==> config.mk <==
export PLATFORM = sky130hd
export DESIGN_NAME = fetch_queue_flat
export DESIGN_NICKNAME = d
export VERILOG_FILES = /design/src/rtl/fetch_queue_if.sv /design/src/rtl/fetch_queue.sv /design/src/flat_wrapper.sv
export SDC_FILE = /design/constraint.sdc
export NUM_CORES = 1
export LEC_CHECK = 0
export ABC_AREA = 1
export CAP_MARGIN = 20
export CORE_ASPECT_RATIO = 0.9
export CORE_UTILIZATION = 50
export CTS_BUF_LIST = sky130_fd_sc_hd__clkbuf_16
export DETAILED_ROUTE_END_ITERATION = 7
export GPL_TIMING_DRIVEN = 1
export PLACE_DENSITY_LB_ADDON = 0.25
export SLEW_MARGIN = 10
export SYNTH_ARGS = -nofsm -noshare
export SYNTH_HDL_FRONTEND = slang
export SYNTH_SLANG_ARGS = --single-unit
==> constraint.sdc <==
create_clock -name clk -period 5.9 [get_ports clk]
set_input_delay 1.475 -clock clk [delete_from_list [all_inputs] [get_ports clk]]
set_output_delay 1.475 -clock clk [all_outputs]
set_load 0.005 [all_outputs]
==> src/rtl/fetch_queue_if.sv <==
// Fetch/decode-side signal bundle for fetch_queue.
// The slave modport is the queue; the master modport is the surrounding fetch and decode logic.
interface fetch_queue_if;
  localparam int unsigned PC_W    = 30;
  localparam int unsigned INSTR_W = 32;

  logic [PC_W-1:0]    pc;
  logic [INSTR_W-1:0] fetch_instr;
  logic [PC_W-1:0]    fetch_pc_plus1;
  logic               redirect_valid;
  logic [PC_W-1:0]    redirect_pc;
  logic               id_ready;
  logic               id_valid;
  logic [INSTR_W-1:0] id_instr;
  logic [PC_W-1:0]    id_pc;
  logic [PC_W-1:0]    id_pc_plus1;
  logic [1:0]         q_count;

  modport master (
    output fetch_instr, fetch_pc_plus1, redirect_valid, redirect_pc, id_ready,
    input  pc, id_valid, id_instr, id_pc, id_pc_plus1, q_count
  );

  modport slave (
    input  fetch_instr, fetch_pc_plus1, redirect_valid, redirect_pc, id_ready,
    output pc, id_valid, id_instr, id_pc, id_pc_plus1, q_count
  );
endinterface

==> src/rtl/fetch_queue.sv <==
// Program counter plus a 2-entry instruction queue between fetch and decode.
// A redirect flushes the queue, discards the in-flight fetch and reloads the PC.
module fetch_queue #(
  parameter logic [29:0] RESET_PC = 30'h0000_0000
) (
  input  logic          clk,
  input  logic          reset,
  fetch_queue_if.slave  bus
);

  localparam int unsigned PC_W    = 30;
  localparam int unsigned INSTR_W = 32;
  localparam int unsigned DEPTH   = 2;

  typedef struct packed {
    logic [INSTR_W-1:0] instr;
    logic [PC_W-1:0]    pc;
    logic [PC_W-1:0]    pc_plus1;
  } entry_t;

  logic [PC_W-1:0] r_pc;
  entry_t          r_entry [DEPTH];
  logic            r_rd_ptr;
  logic            r_wr_ptr;
  logic [1:0]      r_count;

  logic   w_pop;
  logic   w_push;
  logic   w_full;
  entry_t w_head;
  entry_t w_new;

  // A full queue still accepts a fetch when the head drains in the same cycle.
  assign w_full = (r_count == 2'(DEPTH));
  assign w_pop  = (r_count != 2'd0) & bus.id_ready;
  assign w_push = ~bus.redirect_valid & (~w_full | w_pop);

  assign w_new.instr    = bus.fetch_instr;
  assign w_new.pc       = r_pc;
  assign w_new.pc_plus1 = bus.fetch_pc_plus1;

  always_ff @(posedge clk) begin
    if (reset) begin
      r_pc     <= RESET_PC;
      r_rd_ptr <= 1'b0;
      r_wr_ptr <= 1'b0;
      r_count  <= 2'd0;
      for (int i = 0; i < int'(DEPTH); i++) begin
        r_entry[i] <= '0;
      end
    end else if (bus.redirect_valid) begin
      r_pc     <= bus.redirect_pc;
      r_rd_ptr <= 1'b0;
      r_wr_ptr <= 1'b0;
      r_count  <= 2'd0;
    end else begin
      if (w_push) begin
        r_entry[r_wr_ptr] <= w_new;
        r_wr_ptr          <= ~r_wr_ptr;
        r_pc              <= bus.fetch_pc_plus1;
      end
      if (w_pop) begin
        r_rd_ptr <= ~r_rd_ptr;
      end
      if (w_push && !w_pop) begin
        r_count <= r_count + 2'd1;
      end else if (w_pop && !w_push) begin
        r_count <= r_count - 2'd1;
      end
    end
  end

  // Decode sees only registered state: no id_ready -> id_* path.
  assign w_head          = r_entry[r_rd_ptr];
  assign bus.pc          = r_pc;
  assign bus.id_valid    = (r_count != 2'd0);
  assign bus.id_instr    = w_head.instr;
  assign bus.id_pc       = w_head.pc;
  assign bus.id_pc_plus1 = w_head.pc_plus1;
  assign bus.q_count     = r_count;

endmodule

==> src/flat_wrapper.sv <==
// flat-port wrapper written by rule: the top's interface ports become plain ports
module fetch_queue_flat 
#(
  parameter logic [29:0] RESET_PC = 30'h0000_0000
)
  (clk, reset, bus_fetch_instr, bus_fetch_pc_plus1, bus_redirect_valid, bus_redirect_pc, bus_id_ready, bus_pc, bus_id_valid, bus_id_instr, bus_id_pc, bus_id_pc_plus1, bus_q_count);
  fetch_queue_if bus_i ();
  input  logic clk;
  input  logic reset;
  input wire logic [$bits(bus_i.fetch_instr)-1:0] bus_fetch_instr;
  input wire logic [$bits(bus_i.fetch_pc_plus1)-1:0] bus_fetch_pc_plus1;
  input wire logic [$bits(bus_i.redirect_valid)-1:0] bus_redirect_valid;
  input wire logic [$bits(bus_i.redirect_pc)-1:0] bus_redirect_pc;
  input wire logic [$bits(bus_i.id_ready)-1:0] bus_id_ready;
  output wire logic [$bits(bus_i.pc)-1:0] bus_pc;
  output wire logic [$bits(bus_i.id_valid)-1:0] bus_id_valid;
  output wire logic [$bits(bus_i.id_instr)-1:0] bus_id_instr;
  output wire logic [$bits(bus_i.id_pc)-1:0] bus_id_pc;
  output wire logic [$bits(bus_i.id_pc_plus1)-1:0] bus_id_pc_plus1;
  output wire logic [$bits(bus_i.q_count)-1:0] bus_q_count;
  assign bus_i.fetch_instr = bus_fetch_instr;
  assign bus_i.fetch_pc_plus1 = bus_fetch_pc_plus1;
  assign bus_i.redirect_valid = bus_redirect_valid;
  assign bus_i.redirect_pc = bus_redirect_pc;
  assign bus_i.id_ready = bus_id_ready;
  assign bus_pc = bus_i.pc;
  assign bus_id_valid = bus_i.id_valid;
  assign bus_id_instr = bus_i.id_instr;
  assign bus_id_pc = bus_i.id_pc;
  assign bus_id_pc_plus1 = bus_i.id_pc_plus1;
  assign bus_q_count = bus_i.q_count;
  fetch_queue #(.RESET_PC(RESET_PC)) u_core (.clk(clk), .reset(reset), .bus(bus_i));
endmodule
Word level (Yosys, flattened, before mapping):

Memories as Yosys holds them, arrays and structs flattened. A register that Yosys moved wholly into a read port is not among the register bits.
Cells that the tools add are included.
W data, S select, Z words.

* memories kept: 1
* output and inout bits: 125
* register bits after elaboration: 34
* RAM bits: 184
* word-level logic and storage cells: 39

Memories
* u_core.r_entry: depth 2, bits a word 92, rd ports 1, clocked after memory_dff 1, write ports 2, line fetch_queue.sv:22 `entry_t r_entry [DEPTH];`

* $add $sub $neg: 2
* eq/ne operators: 1
* bitwise operators: 7
* reductions and logical operators: 9
* multiplexer cells: 15

Operator list (count)
* $mux W92: 1
* $reduce_or A92 Y1: 1
* $mux W30: 2
* $mux W1: 10
* $reduce_bool A2 Y1: 3
* $mux W2: 2
* $not A1 Y1: 4
* $add A2 B1 Y2 const B: 1
* $and A1 B1 Y1: 2
* $eq A2 B2 Y1 const B: 1
* $logic_and A1 B1 Y1: 2
* $logic_not A1 Y1: 2
* $reduce_or A2 Y1: 1
* $sub A2 B1 Y2 const B: 1
* $or A1 B1 Y1: 1

Depth between registers and ports, before layout:

Gate-level depths: netlist (run 1).

* depth after elaboration: 10
* mapped depth: 13

Worst setup path after synthesis (run 1):

No wires, ideal clock.

* path type: input-to-reg
* start: in bus_redirect_valid
* end: mem u_core.r_entry[0][0] (netlist bit) (enable)
* arrival: 4.153 ns
* buffers on the path: 3
* cell stages on the path: 6
* required time: 5.446 ns
* library setup time: 0.454 ns
* path slack: 1.293 ns
* path through: buf_2 nor2_4 nand3b_2 buf_6 buf_6 nand2_1

RTL lines
* start: declaration: line flat_wrapper.sv:12 `input wire logic [$bits(bus_i.redirect_valid)-1:0] bus_redirect_valid;`
* end: declaration: line fetch_queue.sv:22

==> reports/metrics.yaml, run 1 <==
path_max_fanout: 40
ys_types: 22
layout_common_cells: "nor2_1 (219), clkdlybuf4s50_1 (219), edfxtp_1 (184)"
relSlewSlack: 0.276
dieArea_sq_mm: 0.0197
cts_num_sinks: 219
p_seq_frac: 0.504
timing_worst_setup_path_type: "reg2out"
synth-warning-count: 0
cp_slowest_stage_delay_ns: 0.55
syn_area_sq_mm: 0.00955
grt_pass1_wl_mm: 33.3
io_buffers: 220
critical-path-top-delay-family: "buffers and inverters"
vdd_ir_drop_max_v: 0.000183
gp_congestion: 0.805
overflow: 0
p_int_uw: 2810
ios: 221
min_path_type: "reg2reg"
power_switching_uw: 791
cts_tree: "done"
drt_pass1_iterations: 5
max_cap_violations: 0
start_kind: "flip-flop"
path_clk_slew_ns: 0.06
power_uw: 3600
hpwl_mm: 13.5
wire_per_inst_um: 16.5
grt_max_degree: 93
cts-hold-fix-buffers: 0
maxSlewViolCount: 0
finish.net_count: 1136
h-tree-depth: 1
placementRows: 47
postCtsSetupRepairBufs: 0
worst-path-buf-inv: 2
fin_crit_sh: 0.671
yosysSeqAreaShare: 0.652
place_area_sq_mm: 0.0118
hold_violations: 0
path_cells: "buf_4 > mux2_2 > clkdlybuf4s50_1"
stdcell_area_sq_mm: 0.0125
cp-end-kind: "output port"
syn_avg_cell_area_sq_um: 11.5
diodes: 0
skew_ns: 0.0139
setup_viol: 0
cp.required_ns: 4.43
drc: 0
final.setup.tns_ns: 0
power_frac_comb: 0.123
clk_latency_ns: 0.50
syn-num-nets: 930
clockPowerShare: 0.373
die_w_um: 148
synth_cells: 833
worstPathArrival_ns: 2.49
worst_pin_slew_ns: 1.09
cts-resized-gates: 0
fp.dieH_um: 133
period_needed_ns: 3.96
coreArea_sq_mm: 0.0185
drive_gt1_frac: 0.135
status: "completed"
wl_mm: 21.5
leakage_uw: 0.00504
antenna_found_initial: 0
p_per_area_mw_per_mm2: 288
ant_nets: 0
cts_buffer_depth: 3
start_util: 0.516
via_per_inst: 5.08
grt.total_usage: 0.218
grt_pass1_vias: 6284
route.vias.total: 6603
swShare: 0.220
slowest_stage: "dfxtp_4"
max_freq_ghz: 0.252
cts-buffers-inserted: 23
drt-initial-drc-count: 442
root_buffer: "clkbuf_16"
synth-seq-cells: 219
area_delta_synth_final_pct: 31.2
rsz0062_at_grt: "no"
[through the flow]
stage / utilization / instances / hold WS [ns] / worst slack (ns)
floorplan: - / 833 / 0.454 / 1.29
CTS: 0.676 / 1299 / 0.470 / 1.87
finish: 0.676 / 1299 / 0.474 / 1.94
global route: 0.676 / 1299 / 0.520 / 1.83
detailed placement: 0.639 / 1259 / 0.461 / 1.64
global placement: 0.639 / 1259 / 0.460 / 1.65
[path summary, 6_finish.rpt]
path	start	to	slack (ns)	cells past startpoint
max	flip-flop	bus_id_pc[11]	1.94	3
min	u_core.r_rd_ptr	flip-flop	0.47	2
max reg2reg	u_core.bus.q_count[0]	u_core.r_entry[0][2]	3.17	5
min reg2reg	u_core.r_rd_ptr	flip-flop	0.47	2
[synth_stat cells, drive strengths merged]
library cell	instances	area, sq um
nor2	221	845
edfxtp	184	5530
inv	101	379
mux2	92	1040
nand2	65	246
buf	42	314
dfxtp	35	701
a21oi	25	125
nand4	23	144
o21ai	23	115
nand3	11	60.1
clkbuf	8	30.0
nand3b	2	18.8
ha	1	12.5
[power groups by stage]
stage	clock network (uW)	logic (uW)	registers [uW]
2_1_floorplan	0	198	1840
3_3_place_gp	0	442	1840
3_5_place_dp	0	445	1850
4_1_cts	1360	449	1820
5_1_grt	1430	482	1820
6_report	1340	444	1810
[state kept, by name, indices dropped and copies added (netlist names), named ones only]
| register | count |
|---|---|
| u_core.r_entry | 184 |
| u_core.bus.q_count | 2 |
| u_core.r_wr_ptr | 1 |
| u_core.r_rd_ptr | 1 |
| u_core.bus.pc | 30 |
[kinds of logic (layout without fill, tap and decap cells)]
| family | Yosys count | count (layout) | synth area share |
|---|---|---|---|
| simple gates | 322 | 322 | 0.138 |
| flops | 219 | 219 | 0.652 |
| buf+inv | 151 | 372 | 0.0757 |
| mux | 92 | 92 | 0.108 |
| compound gates | 48 | 48 | 0.0252 |
| fa+ha+maj | 1 | 1 | 0.00131 |
[worst register-to-register path: stages (launching register included)]
cell and delay, ns:
dfxtp_1 0.38, nor2_4 0.50, nand2_2 0.37, nand3b_4 0.20, buf_4 0.81, nor2_1 0.17
[metal layers]
layer / vias up / track usage / part of all wire
met5: - / 0 / 0
met4: 0 / 0.0693 / 0.024
li1: 3190 / - / -
met2: 280 / 0.357 / 0.48
met3: 40 / 0.0373 / 0.075
met1: 3093 / 0.299 / 0.42
[layout make-up]
cell class	instances	area (sq um)
timing repair buffer	231	2280
fill	1392	6000
multi-input combinational	463	2630
inverter	101	379
sequential	219	6230
clock inverter	17	124
clock buffer	23	576
tap	245	307
Note: power is estimated with default switching activity, not from simulation.
==> inputs of run 2 (changes only) <==
--- a/config.mk
+++ b/config.mk
@@ -8,7 +8,7 @@
 export ABC_AREA = 1
 export CAP_MARGIN = 20
 export CORE_ASPECT_RATIO = 0.9
-export CORE_UTILIZATION = 50
+export CORE_UTILIZATION = 45
 export CTS_BUF_LIST = sky130_fd_sc_hd__clkbuf_16
 export DETAILED_ROUTE_END_ITERATION = 7
 export GPL_TIMING_DRIVEN = 1
==> constraint.sdc (replaced) <==
create_clock -name clk -period 3.6 [get_ports clk]
set_input_delay 0.9 -clock clk [delete_from_list [all_inputs] [get_ports clk]]
set_output_delay 0.9 -clock clk [all_outputs]
set_load 0.005 [all_outputs]
==> run 2 against run 1 <==
  * Cell count increased by 4.0%
  * First-iteration DRC count decreased by 8.1%
  * Critical path depth unchanged
  * Via count increased by 0.36%
==> reports/metrics.yaml, run 2 (synthesis gave the netlist of run 1 again) <==
critical-path-top-delay-family: "buffers and inverters"
slowest_stage: "dfxtp_4"
grt_max_degree: 93
min_path_type: "reg2reg"
cts-resized-gates: 0
cts-hold-fix-buffers: 0
largest_reg_flops: 184
grt.total_usage: 0.214
final.setup.tns_ns: 0
fp.dieH_um: 140
cts-buffers-inserted: 24
fillCellCount: 1735
drc: 0
multi_input_area_sq_mm: 0.00263
path_cells: "buf_4 > mux2_2 > clkdlybuf4s50_1"
rsz0062_at_grt: "no"
grt_pass1_vias: 6725
cp-end-kind: "output port"
antenna_found_initial: 0
coreArea_sq_mm: 0.0208
postCtsSetupRepairBufs: 0
cp.required_ns: 2.70
ios: 221
seqCellArea_sq_mm: 0.00623
path_clk_slew_ns: 0.06
route.vias.total: 6627
hold_violations: 0
drt-initial-drc-count: 406
dieArea_sq_mm: 0.0218
cts_tree: "done"
wire_per_inst_um: 17.1
die_w_um: 156
vdd_ir_drop_max_v: 0.000294
worst_pin_slew_ns: 1.10
setup_viol: 0
layout_common_cells: "nor2_1 (219), clkdlybuf4s50_1 (219), edfxtp_1 (184)"
via_per_inst: 4.91
regMostFlops: "u_core.r_entry"
worst-path-buf-inv: 2
grt_pass1_wl_mm: 35.9
timing_worst_setup_path_type: "reg2out"
h-tree-depth: 1
final_util: 0.611
drive_gt1_frac: 0.138
overflow: 0
skew_ns: 0.00681
clk_latency_ns: 0.50
p_per_area_mw_per_mm2: 469
period_needed_ns: 3.33
max_cap_violations: 0
diodes: 0
worstPathArrival_ns: 2.43
gp_congestion: 0.832
status: "completed"
drt_pass1_iterations: 5
start_util: 0.458
cts_num_sinks: 219
hpwl_mm: 15.1
relSlewSlack: 0.269
placementRows: 50
area_delta_synth_final_pct: 33.3
fin_crit_sh: 0.925
path_max_fanout: 35
io_buffers: 220
max_freq_ghz: 0.300
root_buffer: "clkbuf_16"
maxSlewViolCount: 0
wl_mm: 23.1
ant_nets: 0
start_kind: "flip-flop"
timing.hold.ws_ns: 0.489
cp_slowest_stage_delay_ns: 0.71
finish.net_count: 1144
cts_buffer_depth: 3
leakage_uw: 0.00515
[run 2: cell count changes in the layout (fill, tap and decap cells not counted)]
cell / previous run / this run
buf_12: 0 / 6
inv_1: 104 / 114
clkinv_2: 2 / 0
clkbuf_16: 23 / 25
bufinv_16: 2 / 1
buf_4: 11 / 12
clkinv_1: 7 / 3
inv_6: 1 / 0
[run 2: worst paths after layout]
| check | startpoint | slack (ns) | end | cells after the start |
|---|---|---|---|---|
| min reg2reg | u_core.r_rd_ptr | 0.49 | flip-flop | 2 |
| max reg2reg | u_core.bus.q_count[1] | 1.04 | u_core.r_entry[0][57] | 7 |
| min | u_core.r_rd_ptr | 0.49 | flip-flop | 2 |
| max | flip-flop | 0.27 | bus_id_instr[29] | 3 |
[run 2: tightest hold or removal path, cell delays in order, from the launching register on]
cell and delay [ns]:
dfxtp_1 0.31, nand2_1 0.08, a21oi_1 0.06
[run 2: routing by layer]
| layer | vias to the layer above | share of wire | track usage |
|---|---|---|---|
| met2 | 253 | 0.49 | 0.362 |
| li1 | 3193 | - | - |
| met1 | 3144 | 0.42 | 0.281 |
| met3 | 37 | 0.075 | 0.0452 |
| met4 | 0 | 0.021 | 0.0562 |
| met5 | - | 0 | 0 |
[run 2: area by class of cell]
class                           instances  share of cell area
Clock buffer                           25              0.0491
Clock inverter                         19             0.00767
Inverter                              101              0.0298
Multi-Input combinational cell        463               0.207
Sequential cell                       219               0.489
Tap cell                              286              0.0281
Timing Repair Buffer                  238               0.189
[run 2: through the flow]
step / cell area [sq um] / worst slack, ns / std cells / power [uW]
floorplan: 9560 / 0.472 / 833 / 3340
global placement: 12000 / 0.572 / 1307 / 3770
detailed placement: 12000 / 0.509 / 1307 / 3780
CTS: 12700 / 0.232 / 1351 / 6020
global route: 12700 / 0.168 / 1351 / 6190
finish: 12700 / 0.270 / 1351 / 5960
[run 2: report_power, final]
part	internal (uW)	total, uW	switching [uW]
logic	411	745	335
registers	2910	2980	64.5
clock network	1310	2240	931
total	4640	5960	1330
==> inputs of run 3 (changes only) <==
--- a/config.mk
+++ b/config.mk
@@ -13,7 +13,9 @@
 export DETAILED_ROUTE_END_ITERATION = 7
 export GPL_TIMING_DRIVEN = 1
 export PLACE_DENSITY_LB_ADDON = 0.25
+export SKIP_CTS_REPAIR_TIMING = 1
 export SLEW_MARGIN = 10
 export SYNTH_ARGS = -nofsm -noshare
 export SYNTH_HDL_FRONTEND = slang
 export SYNTH_SLANG_ARGS = --single-unit
+export TNS_END_PERCENT = 5
==> run 3 against run 2 <==
  * Fmax is 2.3% higher
  * Sequential power hardly changed
  * First-iteration DRC count is 3.4% lower
  * Setup slack better by 0.074 ns
  * Combinational power hardly changed
  * Core utilization is 0.66 points higher
  * Critical path depth stayed put
  * Count of clock-buffer cells in the layout stayed put
  * Die area stayed put
  * Cell count is 0.15% lower
  * Global-route usage is 0.39 points lower
  * Clock skew is 0.0020 ns lower
  * Critical endpoint is now bus_id_pc[7]
  * Highest routed layer is now met5
==> reports/metrics.yaml, run 3 (synthesis gave the netlist of run 1 again) <==
max_cap_violations: 0
ant_nets: 0
hp-start: "u_core.r_rd_ptr"
power_frac_comb: 0.116
largest_reg_flops: 184
route.vias.total: 6679
drt_pass1_iterations: 5
coreArea_sq_mm: 0.0208
grt_max_degree: 93
cts_tree: "done"
placementRows: 50
cts-buffers-inserted: 24
period_needed_ns: 3.26
root_buffer: "clkbuf_16"
drc: 0
max_freq_ghz: 0.307
drive_gt1_frac: 0.146
overflow: 0
hold_depth: 2
cts_buffer_depth: 3
r2r-start: "u_core.bus.q_count[1]"
vdd_ir_drop_max_v: 0.000283
relSlewSlack: 0.539
p_seq_frac: 0.462
path_clk_slew_ns: 0.06
start_util: 0.458
cp.required_ns: 2.70
die_w_um: 156
path_max_fanout: 30
gp_congestion: 0.817
cp-end-kind: "output port"
start_kind: "flip-flop"
place_area_sq_mm: 0.0120
worst_pin_slew_ns: 0.691
r2r_setup_slack_ns: 1.11
grt.total_usage: 0.210
wl_mm: 22.9
area_delta_synth_final_pct: 34.7
diodes: 0
rr_worst_depth: 6
fin_crit_sh: 0.904
grt_pass1_wl_mm: 35.0
status: "completed"
io_buffers: 220
leakage_uw: 0.00517
worstPathArrival_ns: 2.36
layout_common_cells: "nor2_1 (219), clkdlybuf4s50_1 (219), edfxtp_1 (184)"
fillCellCount: 1755
via_per_inst: 4.95
clockPowerShare: 0.422
regMostFlops: "u_core.r_entry"
reg2reg_to: "u_core.r_entry[0][38]"
stdcell_area_sq_mm: 0.0129
final_util: 0.618
clk_latency_ns: 0.50
timing_worst_setup_path_type: "reg2out"
power_uw: 6440
skew_ns: 0.00476
ios: 221
h-tree-depth: 1
p_int_uw: 5070
setup_viol: 0
power_switching_uw: 1360
swShare: 0.212
min_path_type: "reg2reg"
wire_per_inst_um: 17.0
hold_violations: 0
cts_num_sinks: 219
grt_pass1_vias: 6531
antenna_found_initial: 1
rsz0062_at_grt: "no"
fp.dieH_um: 140
dieArea_sq_mm: 0.0218
hpwl_mm: 15.1
finish.net_count: 1142
maxSlewViolCount: 0
seqCellArea_sq_mm: 0.00623
p_per_area_mw_per_mm2: 500
drt-initial-drc-count: 392
multi_input_area_sq_mm: 0.00263
## run 3: cell types whose count changed in the layout (fill, tap and decap cells not counted), sizes merged
cell      before  now
buf           19   17
clkinvlp       0    1
inv          116  106
clkinv         3    6
bufinv         1    7
## run 3: final cells by class
| cell class | instances | area share |
|---|---|---|
| Sequential cell | 219 | 0.484 |
| Multi-Input combinational cell | 463 | 0.205 |
| Timing Repair Buffer | 236 | 0.185 |
| Clock buffer | 25 | 0.0486 |
| Inverter | 101 | 0.0295 |
| Tap cell | 286 | 0.0278 |
| Clock inverter | 19 | 0.0204 |
## run 3: power groups by stage
| stage | clock network [uW] | registers (uW) | logic, uW |
|---|---|---|---|
| 2_1_floorplan | 0 | 3010 | 325 |
| 3_3_place_gp | 0 | 3020 | 745 |
| 3_5_place_dp | 0 | 3030 | 750 |
| 4_1_cts | 2750 | 2980 | 756 |
| 5_1_grt | 2850 | 2990 | 807 |
| 6_report | 2710 | 2980 | 745 |
## run 3: critical path: stages (launching register included)
cell	delay [ns]
dfxtp_4	0.66
buf_4	0.34
mux2_2	0.39
clkdlybuf4s50_1	0.45
## run 3: per-stage QoR
step	setup WS, ns	TNS [ns]	hold WS [ns]	instances
after floorplan	-0.422	-38.81	0.454	833
after detailed placement	0.550	0	0.472	1305
after global routing	0.237	0	0.519	1349
after CTS	0.295	0	0.480	1349
final	0.344	0	0.478	1349
after global placement	0.587	0	0.459	1305
## run 3: how the worst max path moves through the flow
stage	to	slack [ns]
after detailed placement	u_core.r_entry[1][33]	0.55
after global placement	u_core.r_entry[1][33]	0.59
after global routing	bus_id_pc[7]	0.24
after floorplan	u_core.r_entry[1][0]	-0.42
final	bus_id_pc[7]	0.34
after CTS	bus_id_pc[7]	0.30
## run 3: metal layers
layer	wire (um)	track usage	vias to the layer above
li1	-	-	3195
met2	10800	0.345	294
met1	9770	0.284	3147
met5	12	0	-
met4	761	0.0753	2
met3	1620	0.0325	41
